===== src/rtl/jtag_pkg.sv =====
// Shared TAP state encoding and default opcodes/ID for the soft JTAG register bridge.
package jtag_pkg;

  typedef enum logic [3:0] {
    TLR    = 4'd0,
    RTI    = 4'd1,
    SEL_DR = 4'd2,
    CAP_DR = 4'd3,
    SH_DR  = 4'd4,
    EX1_DR = 4'd5,
    PAU_DR = 4'd6,
    EX2_DR = 4'd7,
    UPD_DR = 4'd8,
    SEL_IR = 4'd9,
    CAP_IR = 4'd10,
    SH_IR  = 4'd11,
    EX1_IR = 4'd12,
    PAU_IR = 4'd13,
    EX2_IR = 4'd14,
    UPD_IR = 4'd15
  } tap_state_e;

  localparam logic [3:0]  DEF_IR_IDCODE = 4'h1;
  localparam logic [3:0]  DEF_IR_USER   = 4'h2;
  localparam logic [31:0] DEF_IDCODE    = 32'h0000_0001;

endpackage


===== src/rtl/jtag_tap_fsm.sv =====
// IEEE 1149.1 TAP controller advanced by synchronised TCK rising pulses.
// Action flags are single-cycle strobes aligned with the tck_rise that performs them.
module jtag_tap_fsm
  import jtag_pkg::*;
(
  input  logic       clk_i,
  input  logic       rst_i,
  input  logic       tck_rise,
  input  logic       tms,
  output tap_state_e state,
  output logic       capture_dr,
  output logic       shift_dr,
  output logic       update_dr,
  output logic       capture_ir,
  output logic       shift_ir,
  output logic       update_ir
);

  tap_state_e state_next;

  // State register, stepped only on TCK rising pulses
  always_ff @(posedge clk_i) begin
    if (rst_i) begin
      state <= TLR;
    end else if (tck_rise) begin
      state <= state_next;
    end else begin
      state <= state;
    end
  end

  // Next-state decode and action strobes; updates fire on entry to the Update states
  always_comb begin
    state_next = state;
    case (state)
      TLR:     state_next = tms ? TLR    : RTI;
      RTI:     state_next = tms ? SEL_DR : RTI;
      SEL_DR:  state_next = tms ? SEL_IR : CAP_DR;
      CAP_DR:  state_next = tms ? EX1_DR : SH_DR;
      SH_DR:   state_next = tms ? EX1_DR : SH_DR;
      EX1_DR:  state_next = tms ? UPD_DR : PAU_DR;
      PAU_DR:  state_next = tms ? EX2_DR : PAU_DR;
      EX2_DR:  state_next = tms ? UPD_DR : SH_DR;
      UPD_DR:  state_next = tms ? SEL_DR : RTI;
      SEL_IR:  state_next = tms ? TLR    : CAP_IR;
      CAP_IR:  state_next = tms ? EX1_IR : SH_IR;
      SH_IR:   state_next = tms ? EX1_IR : SH_IR;
      EX1_IR:  state_next = tms ? UPD_IR : PAU_IR;
      PAU_IR:  state_next = tms ? EX2_IR : PAU_IR;
      EX2_IR:  state_next = tms ? UPD_IR : SH_IR;
      UPD_IR:  state_next = tms ? SEL_DR : RTI;
      default: state_next = TLR;
    endcase
    capture_dr = tck_rise && (state == CAP_DR);
    shift_dr   = tck_rise && (state == SH_DR);
    update_dr  = tck_rise && (state_next == UPD_DR) && (state != UPD_DR);
    capture_ir = tck_rise && (state == CAP_IR);
    shift_ir   = tck_rise && (state == SH_IR);
    update_ir  = tck_rise && (state_next == UPD_IR) && (state != UPD_IR);
  end

endmodule


===== src/rtl/jtag_reg_bridge.sv =====
// Soft JTAG TAP oversampled in clk_i, with IDCODE, BYPASS and an {addr,data} USER
// register that writes into the core through a single-cycle update strobe.
module jtag_reg_bridge
  import jtag_pkg::*;
#(
  parameter int                     DATA_WIDTH   = 8,
  parameter int                     ADDR_WIDTH   = 3,
  parameter int                     IR_WIDTH     = 4,
  parameter logic [31:0]            IDCODE_VALUE = DEF_IDCODE,
  parameter logic [IR_WIDTH-1:0]    IR_IDCODE    = IR_WIDTH'(DEF_IR_IDCODE),
  parameter logic [IR_WIDTH-1:0]    IR_USER      = IR_WIDTH'(DEF_IR_USER)
) (
  input  logic                  clk_i,
  input  logic                  rst_i,
  input  logic                  jtag_tck,
  input  logic                  jtag_tms,
  input  logic                  jtag_tdi,
  output logic                  jtag_tdo,
  input  logic [DATA_WIDTH-1:0] reg_d,
  input  logic [ADDR_WIDTH-1:0] reg_addr_d,
  output logic                  reg_update,
  output logic [DATA_WIDTH-1:0] reg_q,
  output logic [ADDR_WIDTH-1:0] reg_addr_q,
  output logic                  jrstn
);

  localparam int UW = ADDR_WIDTH + DATA_WIDTH;

  logic [2:0]          tck_sync;
  logic [1:0]          tms_sync;
  logic [1:0]          tdi_sync;
  logic                tck_rise;
  logic                tck_fall;
  logic [IR_WIDTH-1:0] ir;
  logic [IR_WIDTH-1:0] ir_sr;
  logic [31:0]         idcode_sr;
  logic [UW-1:0]       user_sr;
  logic                bypass_sr;
  logic                sel_idcode;
  logic                sel_user;
  logic                dr_lsb;
  logic                tdo_next;
  tap_state_e          state;
  logic                capture_dr, shift_dr, update_dr;
  logic                capture_ir, shift_ir, update_ir;

  assign tck_rise   = tck_sync[1] & ~tck_sync[2];
  assign tck_fall   = ~tck_sync[1] & tck_sync[2];
  assign sel_idcode = (ir == IR_IDCODE);
  assign sel_user   = (ir == IR_USER) && !sel_idcode;

  jtag_tap_fsm u_fsm (
    .clk_i      (clk_i),
    .rst_i      (rst_i),
    .tck_rise   (tck_rise),
    .tms        (tms_sync[1]),
    .state      (state),
    .capture_dr (capture_dr),
    .shift_dr   (shift_dr),
    .update_dr  (update_dr),
    .capture_ir (capture_ir),
    .shift_ir   (shift_ir),
    .update_ir  (update_ir)
  );

  // Pin synchronisers; TCK carries an extra stage for edge detection
  always_ff @(posedge clk_i) begin
    if (rst_i) begin
      tck_sync <= 3'b000;
      tms_sync <= 2'b00;
      tdi_sync <= 2'b00;
    end else begin
      tck_sync <= {tck_sync[1:0], jtag_tck};
      tms_sync <= {tms_sync[0], jtag_tms};
      tdi_sync <= {tdi_sync[0], jtag_tdi};
    end
  end

  // Instruction register and its shift stage
  always_ff @(posedge clk_i) begin
    if (rst_i) begin
      ir    <= IR_IDCODE;
      ir_sr <= '0;
    end else begin
      if (state == TLR)   ir <= IR_IDCODE;
      else if (update_ir) ir <= ir_sr;
      if (capture_ir)     ir_sr <= {{(IR_WIDTH-1){1'b0}}, 1'b1};
      else if (shift_ir)  ir_sr <= {tdi_sync[1], ir_sr[IR_WIDTH-1:1]};
    end
  end

  // Data registers: only the one selected by the current IR captures or shifts
  always_ff @(posedge clk_i) begin
    if (rst_i) begin
      idcode_sr <= 32'h0000_0000;
      user_sr   <= '0;
      bypass_sr <= 1'b0;
    end else if (capture_dr) begin
      if (sel_idcode)    idcode_sr <= IDCODE_VALUE;
      else if (sel_user) user_sr   <= {reg_addr_d, reg_d};
      else               bypass_sr <= 1'b0;
    end else if (shift_dr) begin
      if (sel_idcode)    idcode_sr <= {tdi_sync[1], idcode_sr[31:1]};
      else if (sel_user) user_sr   <= {tdi_sync[1], user_sr[UW-1:1]};
      else               bypass_sr <= tdi_sync[1];
    end
  end

  // TDO source: LSB of whichever register is being shifted
  always_comb begin
    dr_lsb   = sel_idcode ? idcode_sr[0] : (sel_user ? user_sr[0] : bypass_sr);
    tdo_next = 1'b0;
    if (state == SH_IR)      tdo_next = ir_sr[0];
    else if (state == SH_DR) tdo_next = dr_lsb;
    else                     tdo_next = 1'b0;
  end

  // Registered outputs toward the pin and the core
  always_ff @(posedge clk_i) begin
    if (rst_i) begin
      jtag_tdo   <= 1'b0;
      reg_update <= 1'b0;
      reg_q      <= '0;
      reg_addr_q <= '0;
      jrstn      <= 1'b0;
    end else begin
      jrstn      <= (state != TLR);
      reg_update <= update_dr && sel_user;
      if (update_dr && sel_user) begin
        reg_q      <= user_sr[DATA_WIDTH-1:0];
        reg_addr_q <= user_sr[UW-1:DATA_WIDTH];
      end
      if (tck_fall) jtag_tdo <= tdo_next;
    end
  end

endmodule


===== config.mk =====
export PLATFORM = sky130hd
export DESIGN_NAME = jtag_reg_bridge
export DESIGN_NICKNAME = d
export VERILOG_FILES = /design/src/rtl/jtag_pkg.sv /design/src/rtl/jtag_tap_fsm.sv /design/src/rtl/jtag_reg_bridge.sv
export SDC_FILE = /design/constraint.sdc
export NUM_CORES = 1
export LEC_CHECK = 0
export ABC_AREA = 1
export CAP_MARGIN = 20
export CORE_UTILIZATION = 37
export CTS_CLUSTER_DIAMETER = 60
export DETAILED_ROUTE_END_ITERATION = 6
export GPL_TIMING_DRIVEN = 0
export PLACE_DENSITY_LB_ADDON = 0.25
export SYNTH_ARGS = -nofsm -noshare
export SYNTH_HDL_FRONTEND = slang
export SYNTH_SLANG_ARGS = --single-unit

===== constraint.sdc =====
create_clock -name clk_i -period 1.7 [get_ports clk_i]
set_clock_uncertainty 0.2 [all_clocks]
set_input_delay 0.34 -clock clk_i [delete_from_list [all_inputs] [get_ports clk_i]]
set_output_delay 0.34 -clock clk_i [all_outputs]
set_load 0.1 [all_outputs]

== Word-level counts from Yosys, hierarchy flattened ==
Cells that the tools add are included.

* Bitwise logic cells: 4
* Muxes and demuxes: 35
* Reduce and logical (&&, ||, !) cells: 23
* Eq/ne operators: 29

{| class="wikitable"
|+ Operators with widths
! cell !! count
|-
| two-way mux 32 bit || 4
|-
| two-way mux 11 bit || 6
|-
| case mux 4 bit (12 select lines) || 1
|-
| equality test 4 bit, second input constant || 10
|-
| equality test 4 x 3 -> 1 bit, second input constant || 4
|-
| two-way mux 4 bit || 4
|-
| != test 2 bit, second input constant || 8
|-
| two-way mux 1 bit || 15
|-
| equality test 4 x 2 -> 1 bit, second input constant || 3
|-
| logical AND 1 bit || 10
|-
| AND reduction 5 bit || 2
|-
| equality test 4 x 1 -> 1 bit, second input constant || 2
|-
| != test 4 bit, second input constant || 2
|-
| OR reduction 2 bit || 4
|-
| two-way mux 2 bit || 3
|-
| two-way mux 3 bit || 2
|-
| zero test 4 bit || 1
|-
| nonzero test 2 bit || 2
|-
| nonzero test 4 bit || 1
|-
| AND reduction 3 bit || 1
|-
| OR reduction 3 bit || 1
|-
| bitwise AND 1 bit || 2
|-
| NOT 1 bit || 2
|-
| zero test 1 bit || 1
|}

* Register bits: 77
* Output and inout port bits: 14
* Word-level logic and storage cells: 106

== Longest topological paths before layout ==
* Depth after elaboration: 7
* Gate-level depth with buffers: 12

== By module ==
A second synthesis with hierarchy kept.

* Cells, all modules: 454
* Area, all modules: 3288.2 um^2

{| class="wikitable"
|+ By module, submodules not included
! module !! area an instance (um^2) !! sequential area each (um^2) !! cells an instance !! times used
|-
| jtag_reg_bridge || 2839.0 || 1461.4 || 363 || 1
|-
| jtag_tap_fsm || 449.2 || 80.1 || 91 || 1
|}

== Worst setup path after synthesis ==
OpenSTA, ideal clock, no wires.

* Path kind: reg2reg
* Start point: register u_fsm.state[1]
* End point: register reg_addr_q[0]
* Buffers on the path: 1
* Arrival: 1.409 ns
* Library setup time: 0.119 ns
* Path slack: -0.028 ns
* Stages on the path, launching flop included: 13
* Path through: dfxtp_1 inv_1 nor2_4 nand2_1 o21ai_2 nand2_1 nand2_2 nand3_2 nor2_4 buf_6 nand3_1 nand2_1 nor2_1

* Longest elaborated chain between the ends: 7
* Elaborated cells between the ends (all ways): 25

{| class="wikitable"
|+ Ends and longest elaborated chain
! element !! RTL line !! text
|-
| from (decl) || jtag_tap_fsm.sv:10 || <nowiki>output tap_state_e state,</nowiki>
|-
| from (signal assigned) || jtag_tap_fsm.sv:26 || <nowiki>state <= state_next;</nowiki>
|-
| from (signal assigned) || jtag_tap_fsm.sv:28 || <nowiki>state <= state;</nowiki>
|-
| equality test 4 x 1 -> 1 bit, or another cell as far along || jtag_tap_fsm.sv:35 || <nowiki>case (state)</nowiki>
|-
| OR reduction 3 bit (no line) or OR reduction 2 bit (tied branches) || -- ||
|-
| case mux 4 bit (12 select lines) || jtag_tap_fsm.sv:35 ||
|-
| equality test 4 bit || jtag_tap_fsm.sv:56 || <nowiki>update_dr = tck_rise && (state_next == UPD_DR) && (state != UPD_DR);</nowiki>
|-
| logical AND 1 bit || jtag_tap_fsm.sv:56 ||
|-
| logical AND 1 bit * || jtag_tap_fsm.sv:56 ||
|-
| logical AND 1 bit * || jtag_reg_bridge.sv:129 || <nowiki>if (update_dr && sel_user) begin</nowiki>
|-
| to (signal assigned) || jtag_reg_bridge.sv:131 || <nowiki>reg_addr_q <= user_sr[UW-1:DATA_WIDTH];</nowiki>
|-
| to (decl) || jtag_reg_bridge.sv:23 || <nowiki>output logic [ADDR_WIDTH-1:0] reg_addr_q,</nowiki>
|}

Every way passes the cells marked *; elsewhere a longest branch is shown, timed or not.
A chain may end at the register's enable or synchronous reset.

== Worst setup path after layout ==
* Start point: register u_fsm.state[2]
* End point: register reg_q[2]

* Longest elaborated chain between the ends: 7
* Elaborated cells between the ends (all ways): 25

{| class="wikitable"
|+ Ends and longest elaborated chain
! element !! RTL line !! text
|-
| equality test 4 x 1 -> 1 bit, or another cell as far along || jtag_tap_fsm.sv:35 ||
|-
| OR reduction 3 bit (no line) or OR reduction 2 bit (tied branches) || -- ||
|-
| case mux 4 bit (12 select lines) || jtag_tap_fsm.sv:35 ||
|-
| equality test 4 bit || jtag_tap_fsm.sv:56 ||
|-
| logical AND 1 bit || jtag_tap_fsm.sv:56 ||
|-
| logical AND 1 bit * || jtag_tap_fsm.sv:56 ||
|-
| logical AND 1 bit * || jtag_reg_bridge.sv:129 ||
|-
| to (signal assigned) || jtag_reg_bridge.sv:130 || <nowiki>reg_q <= user_sr[DATA_WIDTH-1:0];</nowiki>
|-
| to (decl) || jtag_reg_bridge.sv:22 || <nowiki>output logic [DATA_WIDTH-1:0] reg_q,</nowiki>
|}

Marks and branches as above.

==> results.md <==
| Quantity | Reported |
|:---|:---|
| Clock-pin slew on the worst setup and hold paths | 80 ps |
| Hold-critical path endpoint | tms_sync[1] |
| Maximum achievable frequency | 543 MHz |
| Layout cell share with drive strength beyond 1 | 42.9% |
| Initial cell density of the core | 38.8% |
| Number of iterations in the first detailed-routing pass | 7 |
| Start point of the worst min-delay path | tms_sync[0] |
| Critical path class | register to register |
| Worst endpoint data arrival time | 1890 ps |
| Clock tree root driver cell | sky130_fd_sc_hd__clkbuf_8 |
| Register bit count reported by yosys | 77 |
| Endpoint kind of the worst setup timing path | register |
| First-pass GRT wire length | 14200 µm |
| Max cap viols | 0 |
| Horizontal die dimension | 98.5 µm |
| Final Critical Period | 1840 ps |
| Worst-case vdd ir drop | 0.399 mV |
| Highest-count cells in the layout ignoring fill and taps | sky130_fd_sc_hd__dfxtp_1 (73), sky130_fd_sc_hd__inv_1 (65), sky130_fd_sc_hd__nand2_1 (61), sky130_fd_sc_hd__nor2_1 (35), sky130_fd_sc_hd__a21oi_1 (30) |
| Routed wire length | 9330 µm |
| Number of cells traversed by the worst hold path | 2 |
| Relative max-transition margin | 58.8% |
| Register-to-register setup slack | -140 ps |
| Latest clock arrival within the worst-skew pair | 350 ps |
| Reg-to-reg critical path startpoint | u_fsm.state[2] |
| Count of unique library cells instantiated by Yosys | 28 |
| Layout overhead on the synthesized area | 52.2% |
| Kind of start point of the critical path | register |
| Number of fillers in the final layout | 752 |
| Leading cell type in the layout, fill and taps excluded | sky130_fd_sc_hd__dfxtp_1 |
| Vias per Instance | 5.07 |
| Standard cell area after detailed placement | 0.00387 mm² |
| Slew at the pin with the worst max-slew slack | 619 ps |
| Buffer depth of the longest clock path | 2 |
| RSZ-0062 raised after global routing | true |
| Static leakage | 2.12 nW |
| Remaining routing DRC violations | 3 |
| GP Congestion | 0.872 |
| Status | finished with violations |
| Failing checks | DRC, setup timing |
| Worst min-delay path category | register to register |
| Wire length per cell | 14.1 µm |
| Post-route clock period utilization | 108% |
| Number of hold violations in the final report | 0 |
| Mean area per synthesized cell | 7.29 µm² |
| Setup-failing EPs final | 57 |
| Clock buffers created by TritonCTS | 9 |
| Deepest level of the CTS H-tree | 3 |
| Synthesized netlist net count | 489 |
| Total GRT Usage | 18.3% |
| Count of hold-fix buffers inserted at cts | 0 |
| Number of top-level design ports | 30 |
| PnR worst setup slack | -142 ps |
| Power density over cell area | 660 mW/mm² |
| Cell types occupying the most area after synthesis | sky130_fd_sc_hd__dfxtp_1 (45%), sky130_fd_sc_hd__nand2_1 (9.0%), sky130_fd_sc_hd__a21oi_1 (9.0%) |
| Area of the placeable core | 0.00889 mm² |
| Gate count after technology mapping | 473 |
| Antenna violations before repair | 0 |
| Total number of yosys warnings | 0 |
| Final antenna-violating net count | 0 |
| Number of vias after detailed routing | 3363 |
| HPWL after detailed placement | 5240 µm |
| R2R cell count | 10 |
| Total chip power | 3.47 mW |
| TritonCTS clock tree | done |
| Input/output buffers | 28 |
| Die outline area | 0.00971 mm² |
| Final Max Tran Viols | 0 |
| Maximum number of pins on one net before global-route repair | 14 |
| RR Endpoint | reg_q[2] |
| Number of global-route vias before repair | 3135 |
| Site row count | 34 |
| Post-route cell area | 0.00525 mm² |
| Detailed router's first-iteration violation count | 96 |
| Net count of the finished layout | 566 |
| Biggest area consumer among synthesized cells | sky130_fd_sc_hd__dfxtp_1 |
| Post-synth top area share | 44.7% |
| Maximum fanout encountered on the critical timing path | 5 |
| Post-Route Utilization | 59.0% |
| Netlist area before placement | 0.00345 mm² |
| Worst Path Required | 1750 ps |
| CTS sink count | 77 |
| Die H | 98.5 µm |
| Total gr overflow | 0 |
| Antenna cells | 0 |
| Register area share after synthesis | 44.7% |
==> layer usage <==
metal	wire, µm	GRT usage, %	part of all wire [%]	up-vias
met5	0	0	0	-
met4	193	5.74	2.1	0
met3	307	4.75	3.3	21
met2	4830	32.4	52	61
met1	4000	21.7	43	1583
li1	-	-	-	1698
==> layout make-up <==
type | instances | area [µm²] | area share (%)
Buffer | 25 | 259 | 4.93
Clock buffer | 10 | 138 | 2.62
Clock inverter | 6 | 38.8 | 0.739
Inverter | 77 | 310 | 5.91
Multi-Input combinational cell | 296 | 2130 | 40.6
Sequential cell | 77 | 1560 | 29.7
Tap cell | 108 | 135 | 2.57
Timing Repair Buffer | 64 | 678 | 12.9
==> worst max-delay path: stages (launching register included) <==
cell and delay, ps:
sky130_fd_sc_hd__dfxtp_4 390, sky130_fd_sc_hd__inv_4 70, sky130_fd_sc_hd__nor2_4 50, sky130_fd_sc_hd__buf_4 150
sky130_fd_sc_hd__a31oi_4 190, sky130_fd_sc_hd__nand3_2 120, sky130_fd_sc_hd__nor2_4 210, sky130_fd_sc_hd__clkbuf_16 180
sky130_fd_sc_hd__nand3_2 70, sky130_fd_sc_hd__nand2_1 70, sky130_fd_sc_hd__nor2_1 50
==> synthesized netlist by cell type <==
master,count
sky130_fd_sc_hd__nand2_1,83
sky130_fd_sc_hd__a21oi_1,62
sky130_fd_sc_hd__clkbuf_2,1
sky130_fd_sc_hd__nand4_1,1
sky130_fd_sc_hd__nor3_1,1
sky130_fd_sc_hd__a21oi_2,2
sky130_fd_sc_hd__nand3_1,21
sky130_fd_sc_hd__o21ai_2,1
sky130_fd_sc_hd__buf_4,2
sky130_fd_sc_hd__nand2_4,1
sky130_fd_sc_hd__buf_6,6
sky130_fd_sc_hd__o21ai_1,11
sky130_fd_sc_hd__o21ai_0,17
sky130_fd_sc_hd__a31o_2,1
sky130_fd_sc_hd__nor2_4,3
sky130_fd_sc_hd__dfxtp_1,77
sky130_fd_sc_hd__nor2_2,8
sky130_fd_sc_hd__buf_2,4
sky130_fd_sc_hd__nand2_2,2
sky130_fd_sc_hd__buf_1,2
sky130_fd_sc_hd__clkbuf_1,10
sky130_fd_sc_hd__nand3_2,3
sky130_fd_sc_hd__a211oi_1,31
sky130_fd_sc_hd__inv_1,73
sky130_fd_sc_hd__nor2_1,43
sky130_fd_sc_hd__inv_2,4
sky130_fd_sc_hd__o211ai_1,1
sky130_fd_sc_hd__a31oi_1,2
==> through the flow <==
stage / instances / TNS [ps] / hold slack [ps] / worst slack [ps]
floorplan: 473 / 0 / 188 / 8.70
global placement: 609 / -18280 / 192 / -312
detailed placement: 609 / -19460 / 195 / -317
CTS: 648 / -3990 / 204 / -127
global route: 663 / -9740 / 206 / -239
finish: 663 / -4870 / 199 / -142
==> how the worst max path moves through the flow <==
| stage | to | from | slack [ps] |
|---|---|---|---|
| 2_1_floorplan | user_sr[10] | u_fsm.state[2] | 9 |
| 3_3_place_gp | reg_addr_q[2] | reg_addr_q[2] | -310 |
| 3_5_place_dp | reg_addr_q[2] | reg_addr_q[2] | -320 |
| 4_1_cts | reg_q[2] | u_fsm.state[3] | -130 |
| 5_1_grt | reg_q[6] | u_fsm.state[2] | -240 |
| 6_report | reg_q[2] | u_fsm.state[2] | -140 |
==> cell families after synthesis <==
kind of cell           share of synthesized area, %
AO/OA/AOI/OAI                                  21.4
buffers and inverters                          12.8
flip-flops                                     44.7
AND/OR/NAND/NOR                                21.1
==> sequential cells by signal, summed over array words and instances, names as in the netlist <==
signal	count
idcode_sr	32
user_sr	11
reg_q	8
ir	4
ir_sr	4
u_fsm.state	4
reg_addr_q	3
tck_sync	3
tdi_sync	2
tms_sync	2
bypass_sr	1
jrstn	1
jtag_tdo	1
reg_update	1
==> power breakdown <==
| group | internal (mW) | switching [mW] |
|---|---|---|
| Sequential | 1.82 | 0.0236 |
| Clock | 0.564 | 0.678 |
| Combinational | 0.160 | 0.220 |
| Total | 2.55 | 0.921 |
==> repair_timing <==
action	4_1_cts	5_1_grt
buffers inserted	14	11
endpoints found under the setup margin	73	69
gates cloned	9	4
gates resized for setup	192	123
pin swaps	18	26
Note: power is estimated with default switching activity, not from simulation.
